<file path="config.mk">
export PLATFORM = sky130hd
export DESIGN_NAME = softmax_norm
export DESIGN_NICKNAME = d
export VERILOG_FILES = /design/src/rtl/softmax_norm.sv
export SDC_FILE = /design/constraint.sdc
export NUM_CORES = 1
export LEC_CHECK = 0
export CORE_UTILIZATION = 47
export CTS_CLUSTER_SIZE = 14
export DETAILED_ROUTE_END_ITERATION = 8
export GPL_ROUTABILITY_DRIVEN = 0
export PLACE_DENSITY = 0.67
export SLEW_MARGIN = 25
export SYNTH_ARGS = -nofsm -noshare
export SYNTH_HDL_FRONTEND = slang
export SYNTH_SLANG_ARGS = --single-unit
</file>
<file path="constraint.sdc">
create_clock -name clk -period 7.03 [get_ports clk]
set_input_delay 1.406 -clock clk [delete_from_list [all_inputs] [get_ports clk]]
set_output_delay 1.406 -clock clk [all_outputs]
set_load 0.05 [all_outputs]
</file>
<file path="src/rtl/softmax_norm.sv">
// rtl/softmax_norm.sv - collects N exp words, sums them, emits exp_i/sum as Q0.16 (SOFTMAX_NORM_ROUND_EN: rounded 17-bit quotient)
module softmax_norm #(
    parameter int N = 4
) (
    input  logic        clk,
    input  logic        rst,
    input  logic        in_valid,
    output logic        in_ready,
    input  logic [20:0] in_exp,
    output logic        out_valid,
    input  logic        out_ready,
    output logic [15:0] out_prob,
    output logic        out_last,
    output logic        busy
);

    localparam int CW = (N > 1) ? $clog2(N) : 1;
    localparam int AW = 32 + CW;
    localparam int RW = AW + 1;
`ifdef SOFTMAX_NORM_ROUND_EN
    localparam int QB = 17;
`else
    localparam int QB = 16;
`endif
    localparam logic [1:0]    S_ACCUM   = 2'd0;
    localparam logic [1:0]    S_DIV     = 2'd1;
    localparam logic [1:0]    S_OUT     = 2'd2;
    localparam logic [4:0]    LAST_ITER = 5'(QB);
    localparam logic [CW-1:0] LAST_IDX  = CW'(N - 1);

    logic [1:0]    state;
    logic [CW-1:0] count;
    logic [CW-1:0] idx;
    logic [AW-1:0] acc;
    logic [AW-1:0] divisor;
    logic [AW-1:0] rem;
    logic [QB-1:0] quo;
    logic [4:0]    div_cnt;
    logic [31:0]   vec_buf [N];

    logic [4:0]    p_clamp;
    logic [31:0]   fixed;
    logic          accept;
    logic [RW-1:0] rem_sh;
    logic          ge;
    logic [QB-1:0] quo_nx;
    logic [15:0]   prob_nx;
`ifdef SOFTMAX_NORM_ROUND_EN
    logic [QB:0]   q_inc;
`endif

    assign in_ready = (state == S_ACCUM);
    assign busy     = !((state == S_ACCUM) && (count == '0));

    always_comb begin
        p_clamp = (in_exp[20:16] > 5'd16) ? 5'd16 : in_exp[20:16];
        fixed   = {16'd0, in_exp[15:0]} << p_clamp;
        accept  = in_valid && in_ready;
        rem_sh  = {rem, 1'b0};
        ge      = (rem_sh >= {1'b0, divisor});
        quo_nx  = {quo[QB-2:0], ge};
        prob_nx = 16'd0;
`ifdef SOFTMAX_NORM_ROUND_EN
        // Extra quotient bit gives the half-LSB; a carry into bit 16 saturates.
        q_inc = {1'b0, quo_nx} + 1'b1;
        if (divisor != '0)
            prob_nx = q_inc[QB] ? 16'hFFFF : q_inc[16:1];
`else
        // dividend == divisor keeps subtracting, so all-ones falls out naturally.
        if (divisor != '0)
            prob_nx = quo_nx;
`endif
    end

    always_ff @(posedge clk) begin
        if (accept)
            vec_buf[count] <= fixed;
    end

    always_ff @(posedge clk) begin
        if (rst) begin
            state     <= S_ACCUM;
            count     <= '0;
            idx       <= '0;
            acc       <= '0;
            divisor   <= '0;
            rem       <= '0;
            quo       <= '0;
            div_cnt   <= '0;
            out_valid <= 1'b0;
            out_prob  <= 16'd0;
            out_last  <= 1'b0;
        end else begin
            case (state)
                S_ACCUM: begin
                    if (accept) begin
                        acc   <= acc + AW'(fixed);
                        count <= count + 1'b1;
                        if (count == LAST_IDX) begin
                            state <= S_DIV;
                            idx   <= '0;
                        end
                    end
                end
                S_DIV: begin
                    if (div_cnt == 5'd0) begin
                        rem     <= AW'(vec_buf[idx]);
                        divisor <= acc;
                        quo     <= '0;
                        div_cnt <= 5'd1;
                    end else begin
                        rem <= AW'(ge ? (rem_sh - {1'b0, divisor}) : rem_sh);
                        quo <= quo_nx;
                        if (div_cnt == LAST_ITER) begin
                            out_prob  <= prob_nx;
                            out_valid <= 1'b1;
                            out_last  <= (idx == LAST_IDX);
                            div_cnt   <= 5'd0;
                            state     <= S_OUT;
                        end else begin
                            div_cnt <= div_cnt + 5'd1;
                        end
                    end
                end
                S_OUT: begin
                    if (out_ready) begin
                        out_valid <= 1'b0;
                        out_last  <= 1'b0;
                        if (idx == LAST_IDX) begin
                            state <= S_ACCUM;
                            acc   <= '0;
                            count <= '0;
                        end else begin
                            idx   <= idx + 1'b1;
                            state <= S_DIV;
                        end
                    end
                end
                default: state <= S_ACCUM;
            endcase
        end
    end

endmodule

</file>
==> metrics.md <==
| Metric | Value |
|---|---|
| Status | `finished clean` |
| Crit. Startpoint | `in_exp[20]` |
| # Max-Cap Violations | `0` |
| Placeable Area | `between 0.03 and 0.04 sq mm` |
| Crit end category | `flop` |
| Synth top area share | `roughly 25%` |
| Slew @ Worst Pin | `roughly 970 ps` |
| Worst Hold Class | `reg -> reg` |
| Setup TNS Final | `0 ps` |
| Clock Latency Late Sink | `550 ps` |
| CP Class | `in -> reg` |
| H-tree levels | `1` |
| Die height | `between 150 and 200 um` |
| PD cells | `about 230 mW/mm^2` |
| Critical Path End | `acc[32]` |
| Drt wl/cell | `19.3 um` |
| Post-synthesis sequential area ratio | `between 40% and 50%` |
| Clk_skew | `roughly 14 ps` |
| Pin count of the biggest net entering global routing | `70` |
| Post-DP Area | `roughly 0.016 sq mm` |
| Yosys top cell by area | `edfxtp_1` |
| Initial antenna violation count | `0` |
| GRT Total Usage | `between 20 and 25%` |
| Top Ports | `45` |
| Final worst-path cycle share | `83.1%` |
| Final Hold Fails | `0` |
| CTS Buf Count | `29` |
| Post-Syn Instances | `about 1.6k` |
| WP data required | `around 7500 ps` |
| Vias in the first global route | `between 10k and 15k` |
| Avg Vias per Cell | `between 5 and 6` |
| RSZ-0062 raised after global routing | `false` |
| Routed wire length | `slightly below 40000 um` |
| Main synth FF type | `dfxtp_1` |
| Critical hold path startpoint | `quo[14]` |
| Post-synth top cells | `nand2_1, dfxtp_1, a21oi_1, edfxtp_1, nor2_1` |
| Reg2reg end | `rem[18]` |
| Yosys Warn Count | `0` |
| Die width | `between 150 and 200 um` |
| RR Startpoint | `divisor[10]` |
| Area delta synth->final | `11.1%` |
| Post-route insts no fill | `approximately 2.0k` |
| Leakage | `between 0.006 and 0.007 uW` |
| Std cell rows | `65` |
| Vias | `about 12k` |
| Switching Share | `~27%` |
| Logic gate share of total power | `approximately 17%` |
| Crit-path max FO | `38` |
| Most frequent cell after synthesis | `nand2_1` |
| # resized after CTS | `0` |
| Post-synth EDFFs | `128` |
| Seq pwr share | `between 40 and 50%` |
| P_sw | `approximately 1100 uW` |
| Max rail drop VDD | `~0.23 mV` |
| Count of final setup violators | `0` |
| Placed Instances | `between 1.5k and 2k` |
| Post-CTS setup buffers | `0` |
| Unique masters post-synth | `72` |
| Clock-pin slew on the worst setup and hold paths | `60 ps` |
| Initial core utilization | `between 40 and 50%` |
| Syn nets | `approximately 1.7k` |
| Number of port buffers | `44` |
| CTS root buf | `clkbuf_16` |
| DRT Pass-1 Iters | `5` |
| CTS Sinks | `approximately 280` |
| Cts hold-fix bufs | `0` |
| Largest cells by area after synthesis | `edfxtp_1, dfxtp_1, ha_1` |
| Nets | `1706` |
| Total die area | `roughly 0.033 sq mm` |
| Hpwl dp | `between 20000 and 30000 um` |
| Setup crit start kind | `input port` |
| First-pass GRT wire length | `approximately 63000 um` |
| Critical Path AT | `about 6300 ps` |
| Share of layout cells above drive strength 1 | `about 7.6%` |
| CTS tree | `built` |
| Reg2Reg Setup Slack | `around 3100 ps` |
| Share of flip-flops with an asynchronous set or reset | `0%` |
| ANT cells | `0` |
| Maximum clock rate | `171 MHz` |
| Normalized max-slew margin | `about a third` |
| Clock power share | `approximately 37%` |
| Syn_area_per_cell | `9.53 sq um` |
| Synthesized cell area | `0.0152 sq mm` |
| Post-route ant nets | `0` |
| Drt drc | `0` |
| Minimum clock period | `roughly 5800 ps` |
| Initial DRC count | `between 1k and 1.5k` |
| Global route total overflow | `0` |
| Fin area | `0.0169 sq mm` |
| Synth Register Bits | `around 280` |
| FILL cells | `2873` |
| Max Root-Sink Buffers | `3` |
| Pwr Total | `3890 uW` |
| Worst hold margin | `about 450 ps` |
| R2R depth | `12` |
| Max Slew Vio Count | `0` |
| Internal | `about 2800 uW` |
-- stage by stage --
| step | worst slack [ps] | util [%] |
|---|---|---|
| detailed placement | 683 | 50.3 |
| global route | 771 | 53.2 |
| global placement | 723 | 50.3 |
| floorplan | 1690 | - |
| CTS | 1250 | 53.2 |
| finish | 1190 | 53.2 |
-- cells by family after synthesis --
| family | after synthesis | share of synthesized area [%] |
|---|---|---|
| simple gates | 514 | 15.2 |
| compound gates | 454 | 19.3 |
| flops | 276 | 44.8 |
| buf+inv | 151 | 3.94 |
| mux | 77 | 7.73 |
| fa+ha+maj | 75 | 6.27 |
| xor+xnor | 48 | 2.77 |
-- critical path, stage by stage --
cell             delay, ps
clkdlybuf4s50_1        490
buf_4                  340
nor2b_1                110
buf_4                  180
mux2i_1                150
mux2i_1                210
a21oi_1                140
and2_1                 190
a311oi_1               710
ha_1                   450
a21oi_1                190
o21ai_1                 90
a21oi_1                150
nor2b_1                 70
o31ai_1                540
a211oi_1               250
nor4_1                 360
nor3_1                  80
o21ba_2                200
-- cell type report --
class                           count  area [sq um]  area share (%)
Multi-Input combinational cell   1168          7820            46.3
Sequential cell                   276          6810            40.3
Clock buffer                       46           861            5.10
Timing Repair Buffer               66           603            3.57
Tap cell                          402           503            2.98
Inverter                           65           244            1.45
Clock inverter                      7          48.8           0.289
-- metal layers --
metal / GRT usage (%) / routed length (um)
met3: 3.29 / 2450
met1: 34.5 / 18000
met4: 7.49 / 1190
met2: 37.7 / 17500
met5: 0 / 0
-- cell usage in the layout, fill, tap and decap left out, drive strengths merged, types with 5 or more instances in the layout --
cell type,Yosys,final
a211oi,25,25
a21boi,6,6
a21o,53,53
a21oi,141,141
a22oi,30,30
a311oi,9,9
a31oi,23,23
a32o,7,7
and2,15,15
and3,14,14
buf,16,23
clkbuf,70,46
clkdlybuf4s50,0,43
dfxtp,148,148
edfxtp,128,128
ha,73,73
inv,65,67
mux2i,42,42
mux4,32,32
nand2,222,222
nand2b,14,14
nand3,39,39
nand4,13,13
nor2,125,125
nor2b,11,11
nor3,21,21
nor3b,5,5
nor4,12,12
o211ai,10,10
o21a,10,10
o21ai,82,82
o21bai,10,10
o22ai,6,6
o31ai,9,9
or3,10,10
xnor2,27,27
xor2,21,21
-- sequential cells by signal (all words and copies together), names as in the netlist, named ones only --
signal,count
acc,34
div_cnt,5
out_last,1
divisor,34
quo,15
idx,2
out_valid,1
state,2
out_prob,16
vec_buf,128
count,2
rem,34
-- worst min-delay path by stage --
stage,slack (ps),cells after the start,endpoint
floorplan,430,2,quo[14]
global placement,440,2,out_valid
detailed placement,440,2,quo[14]
CTS,450,2,quo[14]
global route,470,2,quo[14]
finish,450,2,quo[14]
-- power by group through the flow --
stage                     Combinational (uW)  Sequential (uW)  Clock, uW
after floorplan                          480             1800          0
final                                    650             1790       1450
after global routing                     715             1790       1550
after global placement                   635             1820          0
after detailed placement                 641             1820          0
after CTS                                645             1790       1480
(Power assumes the default switching activity.)
